$ cat config.mk
export PLATFORM = sky130hd
export DESIGN_NAME = vga_timing_gen
export DESIGN_NICKNAME = d
export VERILOG_FILES = /design/src/rtl/vga_pkg.sv /design/src/rtl/vga_axis_counter.sv /design/src/rtl/vga_timing_gen.sv
export SDC_FILE = /design/constraint.sdc
export NUM_CORES = 1
export LEC_CHECK = 0
export ABC_AREA = 1
export BUFFER_PORTS_ARGS = -buffer_cell sky130_fd_sc_hd__buf_2
export CAP_MARGIN = 10
export CORE_AREA = 2 2 70 79
export CTS_CLUSTER_SIZE = 12
export DETAILED_ROUTE_END_ITERATION = 7
export DIE_AREA = 0 0 72 81
export GPL_ROUTABILITY_DRIVEN = 0
export SETUP_SLACK_MARGIN = 0.2
export SYNTH_ARGS = -nofsm -noshare
export SYNTH_HDL_FRONTEND = slang
export SYNTH_SLANG_ARGS = --single-unit
$ cat constraint.sdc
create_clock -name clk_50 -period 2.8 [get_ports clk_50]
set_clock_uncertainty 0.2 [all_clocks]
set_input_delay 0.28 -clock clk_50 [delete_from_list [all_inputs] [get_ports clk_50]]
set_output_delay 0.28 -clock clk_50 [all_outputs]
set_load 0.03 [all_outputs]
$ cat src/rtl/vga_pkg.sv
// Shared VGA definitions: default 640x480 timing, width helpers and payload structs.
package vga_pkg;

   localparam int unsigned VGA_640X480_H_ACTIVE = 640;
   localparam int unsigned VGA_640X480_H_FP     = 16;
   localparam int unsigned VGA_640X480_H_SYNC   = 96;
   localparam int unsigned VGA_640X480_H_BP     = 48;
   localparam int unsigned VGA_640X480_V_ACTIVE = 480;
   localparam int unsigned VGA_640X480_V_FP     = 10;
   localparam int unsigned VGA_640X480_V_SYNC   = 2;
   localparam int unsigned VGA_640X480_V_BP     = 33;

   // Counter width able to hold 0..total-1 (never narrower than one bit).
   function automatic int unsigned cnt_w(input int unsigned total);
      return (total < 2) ? 1 : $clog2(total);
   endfunction

   function automatic int unsigned axis_total(input int unsigned active, input int unsigned fp,
                                              input int unsigned sync, input int unsigned bp);
      return active + fp + sync + bp;
   endfunction

   // Sync/enable bundle carried down the lead pipeline.
   typedef struct packed {
      logic hs;
      logic vs;
      logic de;
   } sync_t;

   // Default-width colour payload for 4-bit-per-channel DACs.
   typedef struct packed {
      logic [3:0] r;
      logic [3:0] g;
      logic [3:0] b;
   } rgb444_t;

endpackage

$ cat src/rtl/vga_axis_counter.sv
// Wrapping 0..TOTAL-1 counter for one raster axis; wrap_c flags the enabled terminal count.
module vga_axis_counter
   import vga_pkg::*;
#(
   parameter int unsigned TOTAL = 800
) (
   input  logic                      clk,
   input  logic                      rst_n,
   input  logic                      en,
   output logic [cnt_w(TOTAL)-1:0]   count,
   output logic                      wrap_c
);

   localparam int unsigned W = cnt_w(TOTAL);

   assign wrap_c = en && (count == W'(TOTAL - 1));

   always_ff @(posedge clk or negedge rst_n) begin
      if (!rst_n) begin
         count <= '0;
      end else if (en) begin
         count <= wrap_c ? '0 : count + W'(1);
      end
   end

endmodule

$ cat src/rtl/vga_timing_gen.sv
// Parametrised VGA raster generator with pixel-source lookahead and matched sync/blank delay.
module vga_timing_gen
   import vga_pkg::*;
#(
   parameter int unsigned COLOR_W  = 4,
   parameter int unsigned CLK_DIV  = 2,
   parameter int unsigned H_ACTIVE = VGA_640X480_H_ACTIVE,
   parameter int unsigned H_FP     = VGA_640X480_H_FP,
   parameter int unsigned H_SYNC   = VGA_640X480_H_SYNC,
   parameter int unsigned H_BP     = VGA_640X480_H_BP,
   parameter int unsigned V_ACTIVE = VGA_640X480_V_ACTIVE,
   parameter int unsigned V_FP     = VGA_640X480_V_FP,
   parameter int unsigned V_SYNC   = VGA_640X480_V_SYNC,
   parameter int unsigned V_BP     = VGA_640X480_V_BP,
   parameter logic        HS_POL   = 1'b0,
   parameter logic        VS_POL   = 1'b0,
   parameter int unsigned LEAD     = 1
) (
   input  logic                                                        clk_50,
   input  logic                                                        rst_n,
   output logic [cnt_w(axis_total(H_ACTIVE, H_FP, H_SYNC, H_BP))-1:0]  pix_x,
   output logic [cnt_w(axis_total(V_ACTIVE, V_FP, V_SYNC, V_BP))-1:0]  pix_y,
   output logic                                                        pix_req,
   input  logic [3*COLOR_W-1:0]                                        pix_rgb,
   output logic [COLOR_W-1:0]                                          vga_r,
   output logic [COLOR_W-1:0]                                          vga_g,
   output logic [COLOR_W-1:0]                                          vga_b,
   output logic                                                        vga_hs,
   output logic                                                        vga_vs,
   output logic                                                        vga_de,
   output logic                                                        frame_start,
   output logic                                                        line_start
);

   localparam int unsigned H_TOTAL = axis_total(H_ACTIVE, H_FP, H_SYNC, H_BP);
   localparam int unsigned V_TOTAL = axis_total(V_ACTIVE, V_FP, V_SYNC, V_BP);
   localparam int unsigned HW      = cnt_w(H_TOTAL);
   localparam int unsigned VW      = cnt_w(V_TOTAL);
   localparam int unsigned DW      = cnt_w(CLK_DIV);

   if (CLK_DIV == 0 || LEAD == 0 || LEAD > 4 || COLOR_W == 0 ||
       H_ACTIVE == 0 || H_FP == 0 || H_SYNC == 0 || H_BP == 0 ||
       V_ACTIVE == 0 || V_FP == 0 || V_SYNC == 0 || V_BP == 0) begin : g_bad_param
      $error("vga_timing_gen: illegal parameter set");
   end

   typedef struct packed {
      logic [COLOR_W-1:0] r;
      logic [COLOR_W-1:0] g;
      logic [COLOR_W-1:0] b;
   } rgb_t;

   logic [DW-1:0] div_cnt;
   logic          tick_c;
   logic [HW-1:0] h_cnt;
   logic [VW-1:0] v_cnt;
   logic          h_wrap_c;
   logic          v_wrap_c;
   sync_t         raw_c;
   sync_t         last_c;
   rgb_t          rgb_in;

   // Pixel-rate enable from clk_50.
   assign tick_c = (div_cnt == DW'(CLK_DIV - 1));

   always_ff @(posedge clk_50 or negedge rst_n) begin
      if (!rst_n) begin
         div_cnt <= '0;
      end else begin
         div_cnt <= tick_c ? '0 : div_cnt + DW'(1);
      end
   end

   vga_axis_counter #(.TOTAL(H_TOTAL)) u_h_cnt (
      .clk    (clk_50),
      .rst_n  (rst_n),
      .en     (tick_c),
      .count  (h_cnt),
      .wrap_c (h_wrap_c)
   );

   vga_axis_counter #(.TOTAL(V_TOTAL)) u_v_cnt (
      .clk    (clk_50),
      .rst_n  (rst_n),
      .en     (h_wrap_c),
      .count  (v_cnt),
      .wrap_c (v_wrap_c)
   );

   assign pix_x   = h_cnt;
   assign pix_y   = v_cnt;
   assign pix_req = (h_cnt < HW'(H_ACTIVE)) && (v_cnt < VW'(V_ACTIVE));
   assign rgb_in  = pix_rgb;

   // vsync is decoded from the line count only, so it moves on the h wrap.
   always_comb begin
      raw_c    = '0;
      raw_c.hs = (h_cnt >= HW'(H_ACTIVE + H_FP)) && (h_cnt < HW'(H_ACTIVE + H_FP + H_SYNC));
      raw_c.vs = (v_cnt >= VW'(V_ACTIVE + V_FP)) && (v_cnt < VW'(V_ACTIVE + V_FP + V_SYNC));
      raw_c.de = pix_req;
   end

   // LEAD-1 stages here; the output register below is the final stage.
   if (LEAD == 1) begin : g_direct
      assign last_c = raw_c;
   end else begin : g_pipe
      sync_t sr [LEAD-1];

      always_ff @(posedge clk_50 or negedge rst_n) begin
         if (!rst_n) begin
            for (int unsigned i = 0; i < LEAD - 1; i++) sr[i] <= '0;
         end else if (tick_c) begin
            sr[0] <= raw_c;
            for (int unsigned i = 1; i < LEAD - 1; i++) sr[i] <= sr[i-1];
         end
      end

      assign last_c = sr[LEAD-2];
   end

   always_ff @(posedge clk_50 or negedge rst_n) begin
      if (!rst_n) begin
         vga_r       <= '0;
         vga_g       <= '0;
         vga_b       <= '0;
         vga_de      <= 1'b0;
         vga_hs      <= ~HS_POL;
         vga_vs      <= ~VS_POL;
         line_start  <= 1'b0;
         frame_start <= 1'b0;
      end else begin
         line_start  <= h_wrap_c;
         frame_start <= v_wrap_c;
         if (tick_c) begin
            vga_de <= last_c.de;
            vga_hs <= last_c.hs ? HS_POL : ~HS_POL;
            vga_vs <= last_c.vs ? VS_POL : ~VS_POL;
            vga_r  <= last_c.de ? rgb_in.r : '0;
            vga_g  <= last_c.de ? rgb_in.g : '0;
            vga_b  <= last_c.de ? rgb_in.b : '0;
         end
      end
   end

endmodule
==> results of run 1 <==
## path summary, 6_finish.rpt
path / end / slack [ns]
max reg2reg: u_h_cnt.count[7] / 0.74
max: pix_req / 0.71
max in group asynchronous: u_h_cnt.count[0] / 1.43
min reg2reg: vga_b[1] / 0.28
min in group asynchronous: u_v_cnt.count[5] / 0.43
min: vga_g[3] / 0.02
## flip-flops by register name (all words and copies together) (netlist names), 4 cells and up
name / cells
u_h_cnt.count: 10
u_v_cnt.count: 10
vga_b: 4
vga_g: 4
vga_r: 4
## metal layers
layer	vias to the layer above	wire, µm	global-route usage [%]
li1	869	-	-
met1	817	1970	20.9
met2	38	2160	27.2
met3	6	166	2.98
met4	0	74	6.23
met5	-	0	0
## Yosys cell counts, drive strengths merged
cell,count
nand3b,2
a21boi,1
o21ai,12
nor3,1
inv,31
dfrtp,36
dfstp,2
nand2,69
ha,4
a31oi,1
nand4,3
clkinv,1
or2,2
nand3,31
nor4b,1
nor2,31
xnor2,2
xor2,3
clkbuf,1
o21bai,1
buf,4
a21oi,4
## worst register-to-register path, stage by stage (launching register included)
cell and delay [ns]:
dfrtp_1 0.89, inv_2 0.33, nor2_1 0.23, nand2_1 0.08, o21ai_0 0.16, nand2_1 0.07, inv_1 0.05
## report_power, final
part           internal (mW)  switching (mW)  total, mW
clock network          0.380           0.196      0.576
logic                 0.0172          0.0387     0.0559
registers              0.557         0.00475      0.562
## cell families (layout without fill, tap and decap cells)
family / after synthesis / after routing / share of synthesized area [%]
DFF: 38 / 38 / 48.5
and+or+nand+nor: 140 / 140 / 33.4
xor gates and xnor gates: 5 / 5 / 2.23
buffers and inverters: 37 / 92 / 8.15
adders and majority gates: 4 / 4 / 2.55
AOI/OAI and AO/OA: 19 / 19 / 5.16
## stage by stage
stage | setup slack [ns] | instance area, µm² | std cells | power, mW
3_5_place_dp | 0.741 | 2260 | 349 | 0.629
4_1_cts | 0.687 | 2410 | 358 | 1.21
2_1_floorplan | 1.14 | 1970 | 243 | 0.598
5_1_grt | 0.551 | 2410 | 358 | 1.24
6_report | 0.710 | 2410 | 358 | 1.19
3_3_place_gp | 0.796 | 2260 | 349 | 0.629
## layout make-up
cell class / instances / area share, %
flip-flops and latches: 38 / 39.6
multi-input cells: 168 / 35.4
repair buffers: 52 / 11.0
inverters: 32 / 5.04
clock buffers: 6 / 3.43
well taps: 60 / 3.12
clock inverters: 2 / 2.49
==> flow_summary.yaml, run 1 <==
timing:
  hold_violations: 0
  slew_viol_final: 0
  grt_setup_unrepaired: "false"
  slew_headroom_pct: 42.8
  fin_setup_tns_ns: 0
  hold_slack_ns: 0.0151
  setup_violations: 0
  finalCriticalPeriod_ns: 2.09
  fin_crit_sh_pct: 74.7
  tightest_slew_ns: 0.858
  fmax_mhz: 478
clocking:
  htreeDepth: 2
  post_cts_buffers: 0
  clkLatencyLatePin_ns: 0.29
  root_buffer: "clkbuf_8"
  cts_buffer_depth: 2
  cts_buffers: 5
  tritoncts: "done"
  cts_hold_buf: 1
  postCtsResizedCells: 0
  clk_transition_reported_paths_ns: 0.08
  clkSinkCount: 38
finish:
  post-route-util_pct: 46.8
  final_cell_mix: "nand2_1 (67), buf_2 (51), dfrtp_1 (36), nand3_1 (30), inv_1 (27)"
  area_delta_synth_final_pct: 22.6
  final_common_cell: "nand2_1"
  multiInputGateArea_um2: 852
  n_antenna_cell: 0
  fin_nets: 315
  regArea_um2: 953
  fillCellCount: 517
  drive_above_1_share_pct: 26.5
route:
  vias: 1730
  firstDrtPassIters: 4
  route.detailed.drc: 0
  antenna_left: 0
  vias_per_cell: 4.83
  detail_route.wl_per_cell_um: 12.2
  drt_wl_total_um: 4370
  drt_iter0_markers: 70
synthesis:
  synth.yosys.seq_area_share_pct: 48.5
  ys_ff_latch: 38
  synth.distinct_cells: 30
  synthTopCellsByArea: "dfrtp_1 (46%), nand2_1 (13%), nand3_1 (7.6%), inv_1 (5.2%), nor2_1 (4.8%)"
  synth_top_area_cell: "dfrtp_1"
  yosys_warnings: 0
  syn_nets: 261
  postSynthAreaPerCell_um2: 8.09
  synthCells: 243
  netlist_area_um2: 1970
  synth_top_area_share_pct: 45.8
hold_path:
  hp-class: "in2reg"
  whs_path_depth: 3
  worstHoldStart: "pix_rgb[7]"
grt:
  grt_pass1_vias: 1582
  grt_overflow_total: 0
  grt_pass1_wl_um: 7350
  grt_max_degree: 39
  antenna_found_initial: 0
  grtUsageTotal_pct: 16.2
power:
  p_leak_nw: 1.30
  max-vdd-ir-drop_mv: 0.273
  pwr_density_cell_nw_per_um2: 496
worst_setup_path:
  worstSetupPathType: "reg2out"
  crit_buf_inv: 3
  cp.depth: 6
  critPathMostFrequentCell: "inv_1"
  cp.arrival_ns: 1.61
  cpMaxStageDelayCell: "dfrtp_1"
  critPathMaxFanout: 14
  cpLargestDelayFamily: "simple AND/OR/NAND/NOR gates"
  r2r_start: "div_cnt"
  end_kind: "primary output"
  r2r_cells: 6
  startpoint: "u_v_cnt.count[6]"
  required_ns: 2.32
  path_cells: "nand2_1 -> inv_1 -> nand3_1 -> inv_1 -> nor2_4 -> buf_2"
  max_stage_delay_ns: 0.44
  startpoint_type: "register"
floorplanning:
  die_h_um: 81
  io_pins: 52
  core_region_area_um2: 5150
  dieWidth_um: 72
  fp-row-count: 28
  initial_core_util_pct: 38.2
  die_area_um2: 5830
placement:
  dp_hpwl_um: 3150
  portBuffers: 51
run_status:
  status: "finished clean"
flow_run:
  drv_cap: 0
Power figures use the tool's default switching activity.
==> inputs of run 2 (changes only) <==
clock period = 1.75 ns   (was 2.8 ns; I/O delays follow)
==> flow_summary.yaml, run 2 (synthesis results as in run 1) <==
run_status:
  status: "finished clean"
grt:
  antenna_found_initial: 0
  grt-busiest-layer: "met2"
  grt_pass1_wl_um: 8180
  grt_use_met3_pct: 3.23
  grt_overflow_total: 0
  grtUsageTotal_pct: 18.2
  grt_pass1_vias: 1775
  grtUsageMet2_pct: 30.3
  grt_use_met1_pct: 23.2
  grt_max_degree: 23
finish:
  n_antenna_cell: 0
  fin_nets: 350
  top_regs: "u_h_cnt.count: 10 flops, u_v_cnt.count: 10 flops"
  final_cell_mix: "nand2_1 (59), buf_2 (50), dfrtp_1 (26), nand3_1 (22), nor2_1 (21)"
  drive_above_1_share_pct: 44.1
  design_area_um2: 2850
  area_delta_synth_final_pct: 44.7
  fillCellCount: 473
  final_common_cell: "nand2_1"
power:
  design_power_total_mw: 1.66
  power.switching_mw: 0.402
  p_sw_share_pct: 24.2
  pwr_density_cell_nw_per_um2: 583
  p_seq_share_pct: 54.2
  max-vdd-ir-drop_mv: 0.317
  internal_power_mw: 1.26
  p_leak_nw: 1.44
  clock_power_share_pct: 38.9
  combPwrFrac_pct: 6.9
timing:
  hold_slack_ns: 0.181
  grt_setup_unrepaired: "true"
  fmax_mhz: 624
  setup_violations: 0
  slew_viol_final: 0
  finalCriticalPeriod_ns: 1.60
  tightest_slew_ns: 0.516
  hold_violations: 0
  fin_crit_sh_pct: 91.6
  fin_setup_tns_ns: 0
  slew_headroom_pct: 65.6
route:
  vias: 1889
  drt_iter0_markers: 91
  antenna_left: 0
  detail_route.wl_per_cell_um: 13.2
  firstDrtPassIters: 4
  route.detailed.drc: 0
  vias_per_cell: 4.81
  drt_wl_total_um: 5180
worst_setup_path:
  worstSetupPathType: "reg2reg"
  critPathMaxFanout: 5
  end_kind: "register"
  required_ns: 1.74
  startpoint_type: "register"
  cp.arrival_ns: 1.59
floorplanning:
  die_area_um2: 5830
  die_h_um: 81
  dieWidth_um: 72
  core_region_area_um2: 5150
  fp-row-count: 28
  initial_core_util_pct: 38.2
  io_pins: 52
clocking:
  clkSinkCount: 38
  htreeDepth: 2
  clk_transition_reported_paths_ns: 0.08
  tritoncts: "done"
  clkLatencyLatePin_ns: 0.30
  cts_buffer_depth: 2
  root_buffer: "clkbuf_8"
  cts_buffers: 5
placement:
  dp_hpwl_um: 3410
  portBuffers: 51
  dpl_cell_area_um2: 2310
flow_run:
  drv_cap: 0
hold_path:
  hp-class: "in2async"
## run 2: cell type report
| class | count | area (µm²) | share of cell area (%) |
|---|---|---|---|
| flip-flops and latches | 38 | 966 | 33.9 |
| well taps | 60 | 75.1 | 2.64 |
| clock inverters | 2 | 12.5 | 0.440 |
| repair buffers | 86 | 569 | 20.0 |
| inverters | 32 | 130 | 4.57 |
| clock buffers | 6 | 82.6 | 2.90 |
| multi-input cells | 169 | 1010 | 35.5 |
## run 2: worst paths after layout
path	start	to	depth (start not counted)	slack, ns
max in group asynchronous	rst_n	vga_hs	3	0.57
max reg2reg	u_v_cnt.count[0]	u_v_cnt.count[3]	9	0.15
max	u_v_cnt.count[0]	u_v_cnt.count[3]	9	0.15
min in group clk_50	vga_r[1]	vga_r[1]	2	0.28
min reg2reg	vga_r[1]	vga_r[1]	2	0.28
min	rst_n	u_v_cnt.count[3]	2	0.18
## run 2: stage by stage
stage	std cells	util (%)	setup slack, ns
floorplan	243	-	0.203
CTS	382	51.3	0.129
global placement	354	44.8	0.113
detailed placement	354	44.8	0.165
global route	393	55.2	0.0902
finish	393	55.2	0.147
## run 2: worst max-delay path: stages, from the launching register on
cell	delay, ns
dfrtp_2	0.43
inv_2	0.10
ha_4	0.14
nand2_2	0.04
nor2_1	0.09
nand2_1	0.06
nor2_2	0.15
inv_2	0.10
nand3b_1	0.11
nand2_1	0.06
## run 2: timing repair
action / 4_1_cts / 5_1_grt
hold endpoints to repair: 31 / 0
endpoints found under the setup margin: 13 / 29
pin swaps: 7 / 11
setup buffers: 6 / 11
cloned: 1 / 0
gates resized for setup: 18 / 36
hold buffers: 13 / 0
## run 2: per-layer routing
layer	vias up	part of all wire, %	wire length [µm]
li1	947	-	-
met1	891	44	2290
met3	6	3.2	168
met2	45	51	2630
met4	0	1.7	89
met5	-	0	0
## run 2: power by group through the flow
stage | Sequential [mW] | Clock, mW | Combinational, mW
final | 0.899 | 0.645 | 0.114
after global placement | 0.916 | 0 | 0.0929
after detailed placement | 0.916 | 0 | 0.0942
after CTS | 0.899 | 0.666 | 0.116
after global routing | 0.901 | 0.704 | 0.127
after floorplan | 0.945 | 0 | 0.0116
==> inputs of run 3 (changes only) <==
BUFFER_PORTS_ARGS = unset   (was -buffer_cell sky130_fd_sc_hd__buf_2)
DONT_BUFFER_PORTS = 1   (was unset)
==> flow_summary.yaml, run 3 (synthesis results as in run 1) <==
timing:
  fin_crit_sh_pct: 97.9
  grt_setup_unrepaired: "true"
  slew_viol_final: 0
  finalCriticalPeriod_ns: 1.71
  tightest_slew_ns: 0.335
  fmax_mhz: 583
  fin_ws_ns: 0.0360
  hold_violations: 0
  slew_headroom_pct: 77.7
  fin_setup_tns_ns: 0
  setup_violations: 0
floorplanning:
  fp-row-count: 28
  die_h_um: 81
  core_region_area_um2: 5150
  die_area_um2: 5830
  initial_core_util_pct: 38.2
  dieWidth_um: 72
  io_pins: 52
grt:
  grt_use_met1_pct: 22.2
  grtUsageTotal_pct: 17.8
  grt_pass1_wl_um: 8000
  grt-busiest-layer: "met2"
  antenna_found_initial: 0
  grt_pass1_vias: 1716
  grtUsageMet2_pct: 30.0
  grt_overflow_total: 0
  grt_use_met3_pct: 4.59
  grt_max_degree: 39
clocking:
  cts_buffer_depth: 2
  clkSinkCount: 38
  clkLatencyLatePin_ns: 0.29
  root_buffer: "clkbuf_8"
  cts_buffers: 5
  clk_transition_reported_paths_ns: 0.08
  tritoncts: "done"
  htreeDepth: 2
worst_setup_path:
  max_stage_delay_ns: 0.51
  path_cells: "nand2_2 -> inv_2 -> nand3_2 -> inv_2 -> nor2_4 -> buf_12"
  crit_buf_inv: 3
  cp.arrival_ns: 1.34
  cpMaxStageDelayCell: "dfrtp_2"
  worstSetupPathType: "reg2out"
  critPathMostFrequentCell: "inv_2"
  cpLargestDelayFamily: "flip-flops"
  critPathMaxFanout: 7
  end_kind: "primary output"
  required_ns: 1.37
  startpoint_type: "register"
route:
  vias: 1753
  drt_wl_total_um: 5090
  firstDrtPassIters: 4
  drt_iter0_markers: 72
  antenna_left: 0
  route.detailed.drc: 0
  vias_per_cell: 5.01
  detail_route.wl_per_cell_um: 14.5
power:
  max-vdd-ir-drop_mv: 0.599
  design_power_total_mw: 1.90
  pwr_density_cell_nw_per_um2: 701
  p_leak_nw: 1.30
finish:
  top_regs: "u_h_cnt.count: 10 flops, u_v_cnt.count: 10 flops"
  final_common_cell: "nand2_1"
  post-route-util_pct: 52.6
  regArea_um2: 966
  n_antenna_cell: 0
  fin_nets: 307
  drive_above_1_share_pct: 35.2
  final_cell_mix: "nand2_1 (62), dfrtp_1 (26), buf_4 (26), nor2_1 (20), inv_1 (20)"
  area_delta_synth_final_pct: 37.7
  multiInputGateArea_um2: 1000
  fillCellCount: 472
placement:
  preCtsSetupSlack_ns: 0.164
  portBuffers: 0
  dp_hpwl_um: 3360
flow_run:
  drv_cap: 0
hold_path:
  hp-class: "in2async"
run_status:
  status: "finished clean"
-- run 3: cell count changes in the layout (fill, tap and decap cells not counted), sizes merged --
cell,change
buf,-42
bufinv,+2
clkbuf,-2
clkinvlp,-1
-- run 3: per-stage QoR --
stage | cell area (µm²) | hold slack (ns) | instances
finish | 2710 | 0.127 | 350
global route | 2710 | 0.151 | 350
CTS | 2580 | 0.134 | 347
detailed placement | 2200 | -0.319 | 321
floorplan | 1980 | -0.321 | 243
global placement | 2200 | -0.319 | 321
-- run 3: final timing paths --
| path | from | endpoint | slack (ns) | cells past startpoint |
|---|---|---|---|---|
| max in group asynchronous | rst_n | vga_hs | 0.95 | 2 |
| min reg2reg | u_v_cnt.count[7] | u_v_cnt.count[7] | 0.36 | 2 |
| min in group clk_50 | u_v_cnt.count[7] | u_v_cnt.count[7] | 0.36 | 2 |
| max reg2reg | u_v_cnt.count[6] | vga_r[0] | 0.08 | 10 |
| max | u_v_cnt.count[6] | pix_req | 0.04 | 6 |
| min | rst_n | u_v_cnt.count[6] | 0.13 | 2 |
-- run 3: routing by layer --
| layer | part of all wire (%) | wire length [µm] |
|---|---|---|
| met1 | 42 | 2140 |
| met2 | 52 | 2640 |
| met3 | 4.9 | 251 |
| met4 | 1.1 | 56 |
| met5 | 0 | 0 |
-- run 3: worst reg2reg max path, cell delays in order, from the launching register on --
cell and delay (ns):
dfrtp_2 0.52, nand2_2 0.08, inv_2 0.06, nand3_2 0.08, inv_2 0.10, nor2_4 0.04
buf_4 0.13, buf_6 0.11, buf_16 0.14, nand3_2 0.06, nand2_2 0.04
-- run 3: layout make-up --
class / count / share of cell area [%]
multi-input cells: 169 / 36.9
flip-flops and latches: 38 / 35.7
repair buffers: 43 / 14.9
inverters: 32 / 4.58
well taps: 60 / 2.77
clock buffers: 5 / 2.54
clock inverters: 3 / 2.54
-- run 3: what timing repair did --
action | in CTS | in global routing
gates cloned | 1 | 1
pin swaps | 4 | 11
hold buffers | 14 | 0
setup buffers | 3 | 2
gates resized for setup | 15 | 33
hold endpoints to repair | 50 | 0
setup endpoints to repair | 21 | 23
-- run 3: power breakdown --
| part | switching [mW] | total, mW | internal [mW] | leakage (nW) |
|---|---|---|---|---|
| clock network | 0.332 | 0.904 | 0.571 | 0.0683 |
| logic | 0.0313 | 0.0636 | 0.0323 | 0.770 |
| registers | 0.0399 | 0.931 | 0.891 | 0.463 |
